===== config.mk =====
export PLATFORM = sky130hd
export DESIGN_NAME = ddr_axi_reinit_gate_flat
export DESIGN_NICKNAME = d
export VERILOG_FILES = /design/src/rtl/ddr_axi_reinit_gate_pkg.sv /design/src/rtl/ddr_axi_reinit_gate_if.sv /design/src/rtl/ddr_axi_reinit_gate_counter.sv /design/src/rtl/ddr_axi_reinit_gate.sv /design/src/flat_wrapper.sv
export SDC_FILE = /design/constraint.sdc
export NUM_CORES = 1
export LEC_CHECK = 0
export BUFFER_PORTS_ARGS = -buffer_cell sky130_fd_sc_hd__buf_4
export CORE_ASPECT_RATIO = 2
export CORE_MARGIN = 5
export CORE_UTILIZATION = 60
export CTS_BUF_LIST = sky130_fd_sc_hd__clkbuf_4 sky130_fd_sc_hd__clkbuf_8
export DETAILED_ROUTE_END_ITERATION = 10
export PLACE_DENSITY_LB_ADDON = 0.1
export SKIP_LAST_GASP = 1
export SLEW_MARGIN = 30
export SYNTH_ARGS = -nofsm -noshare
export SYNTH_HDL_FRONTEND = slang
export SYNTH_SLANG_ARGS = --single-unit

===== constraint.sdc =====
create_clock -name clk -period 2.75 [get_ports clk]
set_input_delay 0.1375 -clock clk [delete_from_list [all_inputs] [get_ports clk]]
set_output_delay 0.1375 -clock clk [all_outputs]
set_load 0.005 [all_outputs]

===== src/rtl/ddr_axi_reinit_gate_pkg.sv =====
// Shared types and widths for the DDR AXI re-init gate.
// Optional DDR_REINIT_STATS_EN adds a saturating re-init counter.
package ddr_gate_pkg;

  typedef enum logic [2:0] {
    WAIT_INIT     = 3'd0,
    OPEN          = 3'd1,
    DRAIN         = 3'd2,
    PULSE         = 3'd3,
    WAIT_DONE_LOW = 3'd4
  } gate_state_t;

  localparam int OUTS_W_DEF = 6;
  localparam int TMO_W_DEF  = 17;
  localparam int STATS_W    = 8;

endpackage


===== src/rtl/ddr_axi_reinit_gate_if.sv =====
// AW/AR gate handshakes plus observed B/R signals.
// master = user/DDR environment side, slave = the gate.
interface ddr_axi_reinit_gate_if;

  logic s_awvalid, s_awready;
  logic m_awvalid, m_awready;
  logic s_arvalid, s_arready;
  logic m_arvalid, m_arready;
  logic m_bvalid, m_bready;
  logic m_rvalid, m_rready, m_rlast;

  modport master (
    output s_awvalid, m_awready,
    output s_arvalid, m_arready,
    output m_bvalid, m_bready,
    output m_rvalid, m_rready, m_rlast,
    input  s_awready, m_awvalid,
    input  s_arready, m_arvalid
  );

  modport slave (
    input  s_awvalid, m_awready,
    input  s_arvalid, m_arready,
    input  m_bvalid, m_bready,
    input  m_rvalid, m_rready, m_rlast,
    output s_awready, m_awvalid,
    output s_arready, m_arvalid
  );

endinterface


===== src/rtl/ddr_axi_reinit_gate_counter.sv =====
// Outstanding-transaction counter: saturating at 0 on decrement,
// full at all-ones so the gate can stall new requests.
module ddr_outstanding_counter
  import ddr_gate_pkg::*;
#(
  parameter int W = OUTS_W_DEF
) (
  input  logic         clk,
  input  logic         rst,
  input  logic         clr,
  input  logic         inc,
  input  logic         dec,
  output logic [W-1:0] count,
  output logic         full
);

  always_ff @(posedge clk or posedge rst) begin
    if (rst) begin
      count <= '0;
    end else if (clr) begin
      count <= '0;
    end else if (inc && !dec) begin
      count <= count + W'(1);
    end else if (dec && !inc && count != '0) begin
      count <= count - W'(1);
    end
  end

  assign full = &count;

endmodule


===== src/rtl/ddr_axi_reinit_gate.sv =====
// Gates AXI AW/AR until DDR init is done; drains and pulses DDR reset on re-init.
// Optional DDR_REINIT_STATS_EN adds output reinit_count[7:0].
module ddr_axi_reinit_gate
  import ddr_gate_pkg::*;
#(
  parameter int RST_CYCLES    = 16,
  parameter int DRAIN_TIMEOUT = 65536,
  parameter int OUTS_W        = OUTS_W_DEF,
  parameter int TMO_W         = TMO_W_DEF
) (
  input  logic clk,
  input  logic rst,
  input  logic reinit_req,
  input  logic ddr_init_done,
  output logic ddr_rstn_o,
  ddr_axi_reinit_gate_if.slave bus,
  output logic traffic_open,
  output logic busy,
  output logic drain_timeout
`ifdef DDR_REINIT_STATS_EN
  ,
  output logic [STATS_W-1:0] reinit_count
`endif
);

  gate_state_t state, state_n;
  logic [TMO_W-1:0] tmo, tmo_n;
  logic dtmo_n;
  logic clr_cnt;
  logic [OUTS_W-1:0] wr_cnt, rd_cnt;
  logic wr_full, rd_full;
  logic open_aw, open_ar;
  logic aw_hs, ar_hs, b_hs, r_hs;
  logic drained, wr_last, rd_last;

  assign open_aw = traffic_open & ~wr_full;
  assign open_ar = traffic_open & ~rd_full;

  assign bus.m_awvalid = bus.s_awvalid & open_aw;
  assign bus.s_awready = bus.m_awready & open_aw;
  assign bus.m_arvalid = bus.s_arvalid & open_ar;
  assign bus.s_arready = bus.m_arready & open_ar;

  assign aw_hs = bus.m_awvalid & bus.m_awready;
  assign ar_hs = bus.m_arvalid & bus.m_arready;
  assign b_hs  = bus.m_bvalid & bus.m_bready;
  assign r_hs  = bus.m_rvalid & bus.m_rready & bus.m_rlast;

  ddr_outstanding_counter #(.W(OUTS_W)) u_wr_cnt (
    .clk(clk), .rst(rst), .clr(clr_cnt),
    .inc(aw_hs), .dec(b_hs),
    .count(wr_cnt), .full(wr_full)
  );

  ddr_outstanding_counter #(.W(OUTS_W)) u_rd_cnt (
    .clk(clk), .rst(rst), .clr(clr_cnt),
    .inc(ar_hs), .dec(r_hs),
    .count(rd_cnt), .full(rd_full)
  );

  // Gates are shut during DRAIN, so only responses can move the counts.
  assign drained = (wr_cnt == '0) && (rd_cnt == '0);
  assign wr_last = (wr_cnt == '0) || (wr_cnt == OUTS_W'(1) && b_hs);
  assign rd_last = (rd_cnt == '0) || (rd_cnt == OUTS_W'(1) && r_hs);

  always_comb begin
    state_n = state;
    tmo_n   = tmo;
    dtmo_n  = drain_timeout;
    clr_cnt = 1'b0;
    unique case (state)
      WAIT_INIT: begin
        if (ddr_init_done) state_n = OPEN;
      end
      OPEN: begin
        if (reinit_req) begin
          state_n = DRAIN;
          dtmo_n  = 1'b0;
          tmo_n   = TMO_W'(DRAIN_TIMEOUT);
        end
      end
      DRAIN: begin
        tmo_n = tmo - TMO_W'(1);
        if (drained) begin
          state_n = PULSE;
          tmo_n   = TMO_W'(RST_CYCLES);
        end else if (tmo == TMO_W'(1)) begin
          state_n = PULSE;
          tmo_n   = TMO_W'(RST_CYCLES);
          dtmo_n  = !(wr_last && rd_last);
          clr_cnt = !(wr_last && rd_last);
        end
      end
      PULSE: begin
        if (tmo == TMO_W'(1)) state_n = WAIT_DONE_LOW;
        else tmo_n = tmo - TMO_W'(1);
      end
      WAIT_DONE_LOW: begin
        if (!ddr_init_done) state_n = WAIT_INIT;
      end
      default: state_n = WAIT_INIT;
    endcase
  end

  always_ff @(posedge clk or posedge rst) begin
    if (rst) begin
      state         <= WAIT_INIT;
      tmo           <= '0;
      traffic_open  <= 1'b0;
      ddr_rstn_o    <= 1'b1;
      drain_timeout <= 1'b0;
    end else begin
      state         <= state_n;
      tmo           <= tmo_n;
      traffic_open  <= (state_n == OPEN);
      ddr_rstn_o    <= (state_n != PULSE);
      drain_timeout <= dtmo_n;
    end
  end

  assign busy = (state != OPEN);

`ifdef DDR_REINIT_STATS_EN
  always_ff @(posedge clk or posedge rst) begin
    if (rst) begin
      reinit_count <= '0;
    end else if (state != PULSE && state_n == PULSE
                 && reinit_count != '1) begin
      reinit_count <= reinit_count + STATS_W'(1);
    end
  end
`endif

endmodule


===== src/flat_wrapper.sv =====
// flat-port wrapper written by rule: the top's interface ports become plain ports
module ddr_axi_reinit_gate_flat import ddr_gate_pkg::*;
#(
  parameter int RST_CYCLES    = 16,
  parameter int DRAIN_TIMEOUT = 65536,
  parameter int OUTS_W        = OUTS_W_DEF,
  parameter int TMO_W         = TMO_W_DEF
)
  (clk, rst, reinit_req, ddr_init_done, ddr_rstn_o, traffic_open, busy, drain_timeout, bus_s_awvalid, bus_m_awready, bus_s_arvalid, bus_m_arready, bus_m_bvalid, bus_m_bready, bus_m_rvalid, bus_m_rready, bus_m_rlast, bus_s_awready, bus_m_awvalid, bus_s_arready, bus_m_arvalid);
  ddr_axi_reinit_gate_if bus_i ();
  input  logic clk;
  input  logic rst;
  input  logic reinit_req;
  input  logic ddr_init_done;
  output logic ddr_rstn_o;
  output logic traffic_open;
  output logic busy;
  output logic drain_timeout;
  input wire logic [$bits(bus_i.s_awvalid)-1:0] bus_s_awvalid;
  input wire logic [$bits(bus_i.m_awready)-1:0] bus_m_awready;
  input wire logic [$bits(bus_i.s_arvalid)-1:0] bus_s_arvalid;
  input wire logic [$bits(bus_i.m_arready)-1:0] bus_m_arready;
  input wire logic [$bits(bus_i.m_bvalid)-1:0] bus_m_bvalid;
  input wire logic [$bits(bus_i.m_bready)-1:0] bus_m_bready;
  input wire logic [$bits(bus_i.m_rvalid)-1:0] bus_m_rvalid;
  input wire logic [$bits(bus_i.m_rready)-1:0] bus_m_rready;
  input wire logic [$bits(bus_i.m_rlast)-1:0] bus_m_rlast;
  output wire logic [$bits(bus_i.s_awready)-1:0] bus_s_awready;
  output wire logic [$bits(bus_i.m_awvalid)-1:0] bus_m_awvalid;
  output wire logic [$bits(bus_i.s_arready)-1:0] bus_s_arready;
  output wire logic [$bits(bus_i.m_arvalid)-1:0] bus_m_arvalid;
  assign bus_i.s_awvalid = bus_s_awvalid;
  assign bus_i.m_awready = bus_m_awready;
  assign bus_i.s_arvalid = bus_s_arvalid;
  assign bus_i.m_arready = bus_m_arready;
  assign bus_i.m_bvalid = bus_m_bvalid;
  assign bus_i.m_bready = bus_m_bready;
  assign bus_i.m_rvalid = bus_m_rvalid;
  assign bus_i.m_rready = bus_m_rready;
  assign bus_i.m_rlast = bus_m_rlast;
  assign bus_s_awready = bus_i.s_awready;
  assign bus_m_awvalid = bus_i.m_awvalid;
  assign bus_s_arready = bus_i.s_arready;
  assign bus_m_arvalid = bus_i.m_arvalid;
  ddr_axi_reinit_gate #(.RST_CYCLES(RST_CYCLES), .DRAIN_TIMEOUT(DRAIN_TIMEOUT), .OUTS_W(OUTS_W), .TMO_W(TMO_W)) u_core (.clk(clk), .rst(rst), .reinit_req(reinit_req), .ddr_init_done(ddr_init_done), .ddr_rstn_o(ddr_rstn_o), .bus(bus_i), .traffic_open(traffic_open), .busy(busy), .drain_timeout(drain_timeout));
endmodule

* Yosys cells after proc, flatten, opt, wreduce, memory -nomap -nowiden
Cells that the tools add are included.
Storage, ports and cells: logic and storage cells 94, bits in registers 35, output and inout port bits 8
Cells by class: eq/ne operators 14, mux-type cells 25, $add $sub $neg 5, bitwise gates (word level) 13, reduce and logical (&&, ||, !) cells 30
Operators by type and width (number):
- $mux W17 | 4
- $pmux W17 S3 | 1
- $mux W6 | 6
- $mux W3 | 6
- $eq A17 B1 Y1 const B | 1
- $sub A17 B1 Y17 const B | 1
- $pmux W3 S5 | 1
- $add A6 B1 Y6 const B | 2
- $eq A6 B1 Y1 const B | 2
- $logic_not A6 Y1 | 2
- $reduce_and A6 Y1 | 2
- $reduce_bool A6 Y1 | 2
- $sub A6 B1 Y6 const B | 2
- $and A1 B1 Y1 | 11
- $logic_and A1 B1 Y1 | 10
- $reduce_bool A3 Y1 | 3
- $eq A3 B1 Y1 const B | 2
- $eq A3 B2 Y1 const B | 2
- $mux W1 | 6
- $ne A2 B2 Y1 const B | 3
- $logic_not A1 Y1 | 5
- $reduce_and A4 Y1 | 1
- $eq A3 B3 Y1 const B | 1
- $logic_not A3 Y1 | 1
- other kinds (8) | 10

* Logic depth before layout (Yosys ltp)
Gate-level depths: netlist of the first run.
depth in word-level cells 11, depth in mapped cells 9, gate-level depth less buffers 8

* Cells and area by module
From an unflattened synthesis of the first run, not the netlist that was laid out.
Second synthesis, totals: cells, all modules 287, area total of the unflattened synthesis 2529.9 µm²
Modules (own cells, without submodules):
- ddr_axi_reinit_gate | area an instance 1485.2 µm², sequential area each 576.8 µm², times used 1, cells each 175
- ddr_outstanding_counter at u_core.u_wr_cnt | area an instance 536.8 µm², sequential area each 150.1 µm², times used 1, cells each 57
- ddr_outstanding_counter at u_core.u_rd_cnt | area an instance 508.0 µm², sequential area each 150.1 µm², times used 1, cells each 55

* Worst setup path after synthesis of the first run
OpenSTA, ideal clock, no wires.
kind register -> register, start register u_core.tmo[0], end register u_core.tmo[14], arrival time 1900 ps, stages on the path, launching flop included 8, setup slack 777 ps, library setup time 73 ps, required time 2677 ps, cell sequence dfrtp_1 -> inv_1 -> ha_1 -> nor3b_2 -> nand4b_2 -> or4_1 -> a211o_1 -> a21oi_2
Between the ends: longest elaborated chain between the ends 4
RTL lines:
- start: declaration | RTL line ddr_axi_reinit_gate.sv:27 | logic [TMO_W-1:0] tmo, tmo_n;
- start signal: assignment | RTL line ddr_axi_reinit_gate.sv:114 | tmo <= tmo_n;
- $sub A17 B1 Y17 or $eq A17 B1 Y1 (tied branches)
- $mux W17 | RTL line ddr_axi_reinit_gate.sv:87 | end else if (tmo == TMO_W'(1)) begin
- $mux W17 | RTL line ddr_axi_reinit_gate.sv:84 | if (drained) begin
- $pmux W17 S3 | RTL line ddr_axi_reinit_gate.sv:71 | unique case (state)
Several ways; a longest one is shown, not always the timed one. The select of a mux whose other input is x is not followed. A chain may end at the register's enable or synchronous reset.

* Worst setup path after layout of the first run
start register u_core.tmo[4], end register u_core.tmo[3]
Between the ends: longest elaborated chain between the ends 4
RTL lines (RTL line):
- $eq A17 B1 Y1 (*) | ddr_axi_reinit_gate.sv:87, ddr_axi_reinit_gate.sv:95
- $mux W17 | ddr_axi_reinit_gate.sv:87
- $mux W17 | ddr_axi_reinit_gate.sv:84
- $pmux W17 S3 | ddr_axi_reinit_gate.sv:71
Every way passes the cells marked *; elsewhere a longest branch is shown, timed or not.

==> results of run 1 <==
## how the worst max path moves through the flow
stage	from	to	cells after the start
finish	u_core.tmo[4]	u_core.tmo[3]	6
global route	u_core.tmo[4]	u_core.tmo[4]	6
CTS	u_core.tmo[4]	u_core.tmo[3]	6
detailed placement	u_core.tmo[4]	u_core.tmo[3]	6
global placement	u_core.tmo[4]	u_core.tmo[3]	6
floorplan	u_core.tmo[0]	u_core.tmo[14]	7
## state kept, by name, indices dropped and copies added (netlist names)
name,cells
u_core.ddr_rstn_o,1
u_core.drain_timeout,1
u_core.state,3
u_core.tmo,17
u_core.traffic_open,1
u_core.u_rd_cnt.count,6
u_core.u_wr_cnt.count,6
## power by group
part	internal [W]	total, W	switching, W	leakage [nW]
registers	0.000740	0.00105	0.000310	0.429
clock network	0.000212	0.000396	0.000184	0.0517
logic	0.000429	0.000959	0.000530	0.640
total	0.00138	0.00240	0.00102	1.12
## cell type report
cell class,instances,share of cell area
clock inverters,1,0.00190
multi-input cells,202,0.517
inverters,13,0.0185
well taps,51,0.0242
clock buffers,7,0.0342
flip-flops and latches,35,0.333
repair buffers,25,0.0721
## repair_timing
| item | CTS | global route |
|---|---|---|
| hold buffers | 1 | 0 |
| gates resized for setup | 0 | 0 |
| hold endpoints to repair | 16 | 0 |
## cells in the mapped netlist (4+ instances only)
library cell,n
and3_1,6
xnor2_1,6
or4_1,4
or3_1,7
dfrtp_1,34
nor2_1,14
nand4_1,10
nand4b_1,4
ha_1,9
nor4_1,4
nand3_1,12
o21ai_0,10
nand2_1,15
a21oi_1,16
inv_1,13
a21o_1,4
nor3_1,16
nand2b_1,5
## routing by layer
layer  track usage  vias to the layer above
met5             0                        -
li1              -                     1027
met1         0.252                     1034
met3        0.0336                       13
met4         0.106                        0
met2         0.434                       63
## worst min-delay path, stage by stage
cell,delay [ns]
buf_4,0.11
nor2_1,0.07
nor3_1,0.06
## layout by cell type, fill, tap and decap left out, drive strengths merged, types with 5 or more instances in the layout
cell and count:
ha 9, nor2 15, nand4b 5, a21oi 17, nor4 5, nor3 17, buf 24, nand2 15
nand3 12, xnor2 6, dfrtp 34, or3 7, and3 7, nand2b 5, nand4 10, inv 13
o21ai 11, clkbuf 7, or4 5
## logic make-up (layout without fill, tap and decap cells)
family	after synthesis	in the layout
flops	35	35
simple gates	119	119
compound gates	65	65
fa+ha+maj	9	9
xor+xnor	7	7
buf+inv	21	46
mux	2	2
## through the flow
| stage | power [W] | instances |
|---|---|---|
| 2_1_floorplan | 0.00172 | 258 |
| 3_3_place_gp | 0.00196 | 325 |
| 3_5_place_dp | 0.00200 | 325 |
| 4_1_cts | 0.00240 | 334 |
| 5_1_grt | 0.00259 | 334 |
| 6_report | 0.00240 | 334 |
==> out/qor.yml, run 1 <==
status: "completed"
clock_path_buffers: 2
cts_tree: "done"
cts_root_buf: "clkbuf_8"
cts_inserted_buffers: 5
place.gp.congestion: 0.875
synth_cell_types: 67
drive_gt1_frac: 0.170
p_leak_nw: 1.12
synth_warnings: 0
cp_max_fo: 17
yosys-mux-area-fraction: 0.00854
regArea_um2: 877
htreeDepth: 2
ys_ff_latch: 35
post_dp_cell_area_um2: 2530
vias: 2137
top_layer: "met4"
nFillCells: 306
gr-total-overflow: 0
synth_compound_area_frac: 0.190
synth_top_family_by_area: "simple AND/OR/NAND/NOR gates"
grt_pass1_wl_mm: 9.85
syn_inst: 258
rows: 32
antenna_cells: 0
ir_worst_vdd_mv: 0.616
wl_met3_um: 249
wl_met2_mm: 3.26
wl_per_cell_um: 17.1
grt.total_usage: 0.239
utilization: 0.693
setup_ws_ns: 0.381
powerDensity_nw_per_um2: 912
drt_pass1_iterations: 4
multi_input_area_um2: 1360
cp_top_family: "simple AND/OR/NAND/NOR gates"
dp_slack_ns: 0.411
drcViolationCount: 0
rsz0062_at_grt: "false"
cts_sinks: 35
async_flop_share: 1.00
fp.dieW_um: 54.2
period_minus_slack_ns: 2.37
die_h_um: 98.4
yosysSeqAreaShare: 0.374
regToRegSetupSlack_ns: 0.38
fmax_mhz: 422
die_area_um2: 5330
cpPeakStageDelay_ns: 0.49
start_util: 0.616
dp_hpwl_mm: 4.40
first_iter_violations: 49
setup-violations-final: 0
cp-end-kind: "flip-flop"
coreArea_um2: 3800
worstHoldPathCells: 3
cts_setup_buffers: 0
synth_edf_count: 0
synth_nets: 280
fin_hold_ws_ns: 0.142
via_per_inst: 6.40
period_share: 0.862
hold_viol_final: 0
rr_endpoint: "u_core.tmo[3]"
synth_top_area_frac: 0.363
ant_nets: 0
finalInstanceArea_um2: 2640
layout.nets: 304
io_pins: 21
grt_max_degree: 20
worstHoldStart: "ddr_init_done"
min_path_type: "primary input to flip-flop"
drv_cap: 0
crit_slowest_cell: "dfrtp_1"
cts.clk_slew.worst_paths_ns: 0.07
worstMarginPinSlew_ns: 0.648
yosys.area_share.simple: 0.308
antenna_found_initial: 0
r2r-start: "u_core.tmo[4]"
ff2ff_path_depth: 6
path_buf_inv: 1
syn_area_per_cell_um2: 9.09
finalMaxSlewViolations: 0
synth_ff_type: "dfrtp_1"
synth.largest_area_cell: "dfrtp_1"
wl_mm: 5.71
synth-xor-area-share: 0.0261
synthAdderAreaFrac: 0.0480
syn2layout_area_growth_pct: 12.5
syn_area_um2: 2340
critPathRequiredTime_ns: 2.90
critPathKind: "flip-flop to flip-flop"
worstSkewPairLatency_ns: 0.28
synth_area_leaders: "dfrtp_1 36%, ha_1 4.8%, a21oi_1 3.4%"
wl_met1_mm: 2.06
slew_headroom: 0.568
finalSetupTns_ns: 0
hold-path-endpoint: "u_core.traffic_open"
critPathArrivalTime_ns: 2.52
io_buffers: 20
grt_pass1_vias: 2248
clock_skew_ns: 0.00821
path_cells: "nor4_4 > and4_2 > a21o_1 > inv_1 > nand3_1 > a21oi_1"
start_kind: "flip-flop"
Note: power is estimated with default switching activity, not from simulation.
==> inputs of run 2 (changes only) <==
--- a/config.mk
+++ b/config.mk
@@ -11,9 +11,12 @@
 export CORE_UTILIZATION = 60
 export CTS_BUF_LIST = sky130_fd_sc_hd__clkbuf_4 sky130_fd_sc_hd__clkbuf_8
 export DETAILED_ROUTE_END_ITERATION = 10
+export MAX_ROUTING_LAYER = met4
 export PLACE_DENSITY_LB_ADDON = 0.1
+export SKIP_CTS_REPAIR_TIMING = 1
 export SKIP_LAST_GASP = 1
 export SLEW_MARGIN = 30
 export SYNTH_ARGS = -nofsm -noshare
 export SYNTH_HDL_FRONTEND = slang
+export SYNTH_HIERARCHICAL = 1
 export SYNTH_SLANG_ARGS = --single-unit
==> run 2 against run 1 <==
Effect of this change: global-route usage is 2.1 points higher; sequential power is 4% lower; clock power is 5.1% lower; design area is 11% higher; synthesized area is 7.9% higher; via count is 10% higher; combinational power is 53% higher; critical endpoint is now u_core/u_wr_cnt/count[4]; largest cell class unchanged.
==> out/qor.yml, run 2 <==
yosysSeqAreaShare: 0.347
start_util: 0.619
drcViolationCount: 0
synth_nets: 312
drive_gt1_frac: 0.208
synth.largest_area_cell: "dfrtp_1"
period_share: 0.933
grt_max_degree: 24
fmax_mhz: 390
utilization: 0.713
slew_headroom: 0.420
post_dp_cell_area_um2: 2820
p_leak_nw: 1.32
fin_hold_ws_ns: 0.128
cp-end-kind: "flip-flop"
clock_skew_ns: 0.00289
synth-xor-area-share: 0.0277
grt_pass1_vias: 2357
rsz0062_at_grt: "false"
rows: 33
place.gp.congestion: 1.02
worstSkewPairLatency_ns: 0.28
syn_area_um2: 2530
first_iter_violations: 90
drt_pass1_iterations: 4
setup-violations-final: 0
gr-total-overflow: 0
synth_compound_area_frac: 0.214
critPathArrivalTime_ns: 2.75
antenna_found_initial: 0
critPathKind: "flip-flop to flip-flop"
syn2layout_area_growth_pct: 15.2
finalMaxSlewViolations: 0
cts_inserted_buffers: 5
start_kind: "flip-flop"
syn_inst: 287
synth_cell_types: 59
largest-register: "u_core/tmo"
cts.clk_slew.worst_paths_ns: 0.07
drv_cap: 0
synth_most_common_cell: "dfrtp_1"
powerDensity_nw_per_um2: 978
min_path_type: "primary input to flip-flop"
critPathRequiredTime_ns: 2.93
synthAdderAreaFrac: 0.0653
layout.nets: 347
coreArea_um2: 4090
io_buffers: 20
die_h_um: 102
finalInstanceArea_um2: 2920
antenna_cells: 0
status: "completed"
synth_ff_type: "dfrtp_1"
async_flop_share: 1.00
yosys-mux-area-fraction: 0.0158
period_minus_slack_ns: 2.57
grt.total_usage: 0.260
grt_pass1_wl_mm: 11.1
synth_warnings: 6
fp.dieW_um: 55.9
wl_per_cell_um: 17.6
cts_sinks: 35
power_w: 0.00285
cp_max_fo: 9
io_pins: 21
dp_hpwl_mm: 5.12
synth_top_family_by_area: "simple AND/OR/NAND/NOR gates"
finalSetupTns_ns: 0
htreeDepth: 2
clock_path_buffers: 2
via_per_inst: 6.29
worstMarginPinSlew_ns: 0.865
synth_edf_count: 0
most-common-layout-cells: "34 x buf_4, 34 x dfrtp_1, 26 x nor2_1"
syn_area_per_cell_um2: 8.82
die_area_um2: 5690
largest_register_ffs: 17
cts_tree: "done"
ys_ff_latch: 35
wl_mm: 6.57
cts_root_buf: "clkbuf_8"
yosys.area_share.simple: 0.282
synth_common_cells: "34 x dfrtp_1, 26 x nor2_1, 22 x inv_1"
ir_worst_vdd_mv: 0.744
synth_top_area_frac: 0.336
largestRegisters: "u_core/tmo: 17 flops, u_core/u_rd_cnt/count: 6 flops, u_core/u_wr_cnt/count: 6 flops"
hold_viol_final: 0
vias: 2354
synth_area_leaders: "dfrtp_1 34%, ha_1 4.9%, nor2_1 3.9%"
ant_nets: 0
-- run 2: changes by cell type in the layout (fill, tap and decap cells not counted), sizes merged, moves of 5 or more --
cell | before | now
a21oi | 17 | 22
buf | 24 | 34
inv | 13 | 21
nor2 | 15 | 28
nor3 | 17 | 8
o31ai | 2 | 10
or3 | 7 | 12
-- run 2: worst max-delay path, cell delays in order, from the launching register on --
cell      delay, ns
dfrtp_1        0.45
nand4_1        0.14
nor2_1         0.12
and3b_1        0.19
and2_1         0.19
nand2b_4       0.14
clkinv_2       0.14
fa_1           0.44
inv_1          0.09
a21o_1         0.11
a21oi_1        0.07
xor2_1         0.15
o31ai_1        0.24
-- run 2: power breakdown --
group          internal [W]  switching, W  total, W
clock              0.000196      0.000180  0.000376
combinational      0.000658      0.000810   0.00147
sequential         0.000742      0.000265   0.00101
-- run 2: logic make-up after synthesis --
| family | count (synthesis) |
|---|---|
| adder cells (fa/ha/maj) | 12 |
| AO/OA/AOI/OAI | 77 |
| multiplexers | 4 |
| buffers and inverters | 30 |
| flip-flops | 35 |
| XOR/XNOR | 8 |
| AND/OR/NAND/NOR | 121 |
-- run 2: per-stage QoR --
| stage | instances | setup WS (ns) |
|---|---|---|
| after floorplan | 287 | 0.304 |
| after global placement | 366 | 0.197 |
| after detailed placement | 366 | 0.0872 |
| after CTS | 373 | 0.0594 |
| after global routing | 374 | 0.0163 |
| final | 374 | 0.183 |
-- run 2: final timing paths --
path | start | end | slack, ns | cells past startpoint
setup / recovery | u_core/u_wr_cnt/count[1] | u_core/u_wr_cnt/count[4] | 0.18 | 12
hold / removal | ddr_init_done | u_core/state[2] | 0.13 | 2
setup reg to reg | u_core/u_wr_cnt/count[1] | u_core/u_wr_cnt/count[4] | 0.18 | 12
hold reg to reg | u_core/tmo[16] | u_core/tmo[16] | 0.53 | 2
max in group asynchronous | rst | u_core/tmo[0] | 1.83 | 3
min in group asynchronous | rst | u_core/u_rd_cnt/count[4] | 0.36 | 3
-- run 2: routing by layer --
layer  wire (µm)  global-route usage  vias to the layer above
li1            -                   -                     1132
met1        2310               0.250                     1126
met2        3700               0.479                       65
met3         244              0.0480                       31
met4         318               0.148                        0
met5           0                   -                        -
-- run 2: cell type report --
cell class	instances	area [µm²]
clock buffer	6	82.6
clock inverter	1	5.00
fill	332	1170
inverter	23	87.6
multi-input combinational	222	1530
sequential	35	877
tap	52	65.1
timing repair buffer	35	265
==> inputs of run 3 (changes only) <==
--- a/config.mk
+++ b/config.mk
@@ -13,6 +13,7 @@
 export DETAILED_ROUTE_END_ITERATION = 10
 export MAX_ROUTING_LAYER = met4
 export PLACE_DENSITY_LB_ADDON = 0.1
+export RECOVER_POWER = 25
 export SKIP_CTS_REPAIR_TIMING = 1
 export SKIP_LAST_GASP = 1
 export SLEW_MARGIN = 30
==> run 3 against run 2 <==
Effect of this change: via count barely moved; non-clock buffer count did not move; clock skew fell by 0.00088 ns; combinational power barely moved; sequential share of layout area barely moved; design area fell by 0.13%; utilization fell by 0.092 points; sequential power barely moved; die area did not move; cell count did not move.
==> out/qor.yml, run 3 (synthesis gave the netlist of run 2 again) <==
grt_pass1_vias: 2357
cpPeakStageDelay_ns: 0.45
place.gp.congestion: 1.02
cp_top_family: "simple AND/OR/NAND/NOR gates"
grt.total_usage: 0.260
cp-end-kind: "flip-flop"
period_minus_slack_ns: 2.57
htreeDepth: 2
clock_skew_ns: 0.00202
cp_max_fo: 9
setup.worst_path.end: "u_core/u_wr_cnt/count[4]"
fmax_mhz: 389
largest_register_ffs: 17
power_w: 0.00285
fin_hold_ws_ns: 0.128
most-common-layout-cells: "34 x dfrtp_1, 32 x buf_4, 26 x nor2_1"
largest-register: "u_core/tmo"
antenna_found_initial: 0
slew_headroom: 0.425
critPathLaunch: "u_core/u_wr_cnt/count[1]"
largestRegisters: "u_core/tmo: 17 flops, u_core/u_rd_cnt/count: 6 flops, u_core/u_wr_cnt/count: 6 flops"
cts_root_buf: "clkbuf_8"
start_kind: "flip-flop"
first_iter_violations: 71
die_h_um: 102
antenna_cells: 0
final_common_cell: "dfrtp_1"
cts.clk_slew.worst_paths_ns: 0.07
dp_hpwl_mm: 5.12
wl_per_cell_um: 17.4
ir_worst_vdd_mv: 0.746
min_path_type: "primary input to flip-flop"
drcViolationCount: 0
ant_nets: 0
powerDensity_nw_per_um2: 978
critPathRequiredTime_ns: 2.93
drive_gt1_frac: 0.205
cts_inserted_buffers: 5
io_buffers: 20
hold_viol_final: 0
crit_slowest_cell: "dfrtp_1"
critPathKind: "flip-flop to flip-flop"
drt_pass1_iterations: 4
path_buf_inv: 2
grt_max_degree: 24
cts_sinks: 35
finalInstanceArea_um2: 2910
vias: 2353
wl_mm: 6.52
start_util: 0.619
gr-total-overflow: 0
ff2ff_path_depth: 12
layout.nets: 347
status: "completed"
worst-path-stages: 12
via_per_inst: 6.29
worstMarginPinSlew_ns: 0.857
die_area_um2: 5690
io_pins: 21
r2r-start: "u_core/u_wr_cnt/count[1]"
drv_cap: 0
coreArea_um2: 4090
dpl.cell_count: 366
fp.dieW_um: 55.9
path_cells: "nand4_1 > nor2_1 > and3b_1 > and2_1 > nand2b_4 > clkinv_2 > fa_1 > inv_1 > a21o_1 > a21oi_1 > xor2_1 > o31ai_1"
setup-violations-final: 0
post_dp_cell_area_um2: 2820
rsz0062_at_grt: "false"
grt_pass1_wl_mm: 11.1
regToRegSetupSlack_ns: 0.18
instances_no_fill: 374
cts_tree: "done"
worstSkewPairLatency_ns: 0.28
finalSetupTns_ns: 0
p_leak_nw: 1.31
rr_endpoint: "u_core/u_wr_cnt/count[4]"
period_share: 0.936
critPathArrivalTime_ns: 2.75
rows: 33
finalMaxSlewViolations: 0
syn2layout_area_growth_pct: 15.1
clock_path_buffers: 2
==> run 3: cell count changes in the layout (fill, tap and decap cells not counted), sizes merged <==
cell	delta
buf	-2
clkbuf	+2
==> run 3: worst register-to-register path: stages, from the launching register on <==
cell and delay [ns]:
dfrtp_1 0.45, nand4_1 0.14, nor2_1 0.12, and3b_1 0.19, and2_1 0.19, nand2b_4 0.14
clkinv_2 0.14, fa_1 0.44, inv_1 0.09, a21o_1 0.11, a21oi_1 0.07, xor2_1 0.15
o31ai_1 0.24
==> run 3: metrics by stage <==
| step | worst slack [ns] | util |
|---|---|---|
| global placement | 0.197 | 0.689 |
| CTS | 0.0594 | 0.710 |
| floorplan | 0.304 | - |
| finish | 0.176 | 0.712 |
| detailed placement | 0.0872 | 0.689 |
| global route | 0.0163 | 0.712 |
==> run 3: worst min-delay path by stage <==
stage / start / to / slack, ns / depth (start not counted)
final: ddr_init_done / u_core/state[2] / 0.13 / 2
after floorplan: rst / u_core/u_rd_cnt/count[0] / -0.07 / 1
after global placement: rst / u_core/u_wr_cnt/count[4] / 0.09 / 2
after global routing: ddr_init_done / u_core/state[2] / 0.14 / 2
after CTS: rst / u_core/u_rd_cnt/count[4] / -0.22 / 2
after detailed placement: rst / u_core/u_rd_cnt/count[4] / 0.09 / 2
==> run 3: where the power goes <==
group	internal [W]	leakage, nW	total (W)	switching [W]
Combinational	0.000657	0.840	0.00147	0.000809
Clock	0.000196	0.0470	0.000376	0.000179
Sequential	0.000742	0.428	0.00101	0.000263
==> run 3: per-layer routing <==
metal / track usage / routed length, µm / vias up
met5: - / 0 / -
met4: 0.148 / 299 / 0
met3: 0.0480 / 236 / 26
met2: 0.479 / 3720 / 73
met1: 0.250 / 2270 / 1123
li1: - / - / 1131
==> run 3: final cells by class <==
type                       instances  area (µm²)
timing repair buffer              35         262
multi-input combinational        222        1530
clock inverter                     1        5.00
sequential                        35         877
fill                             334        1180
clock buffer                       6        82.6
tap                               52        65.1
inverter                          23        87.6
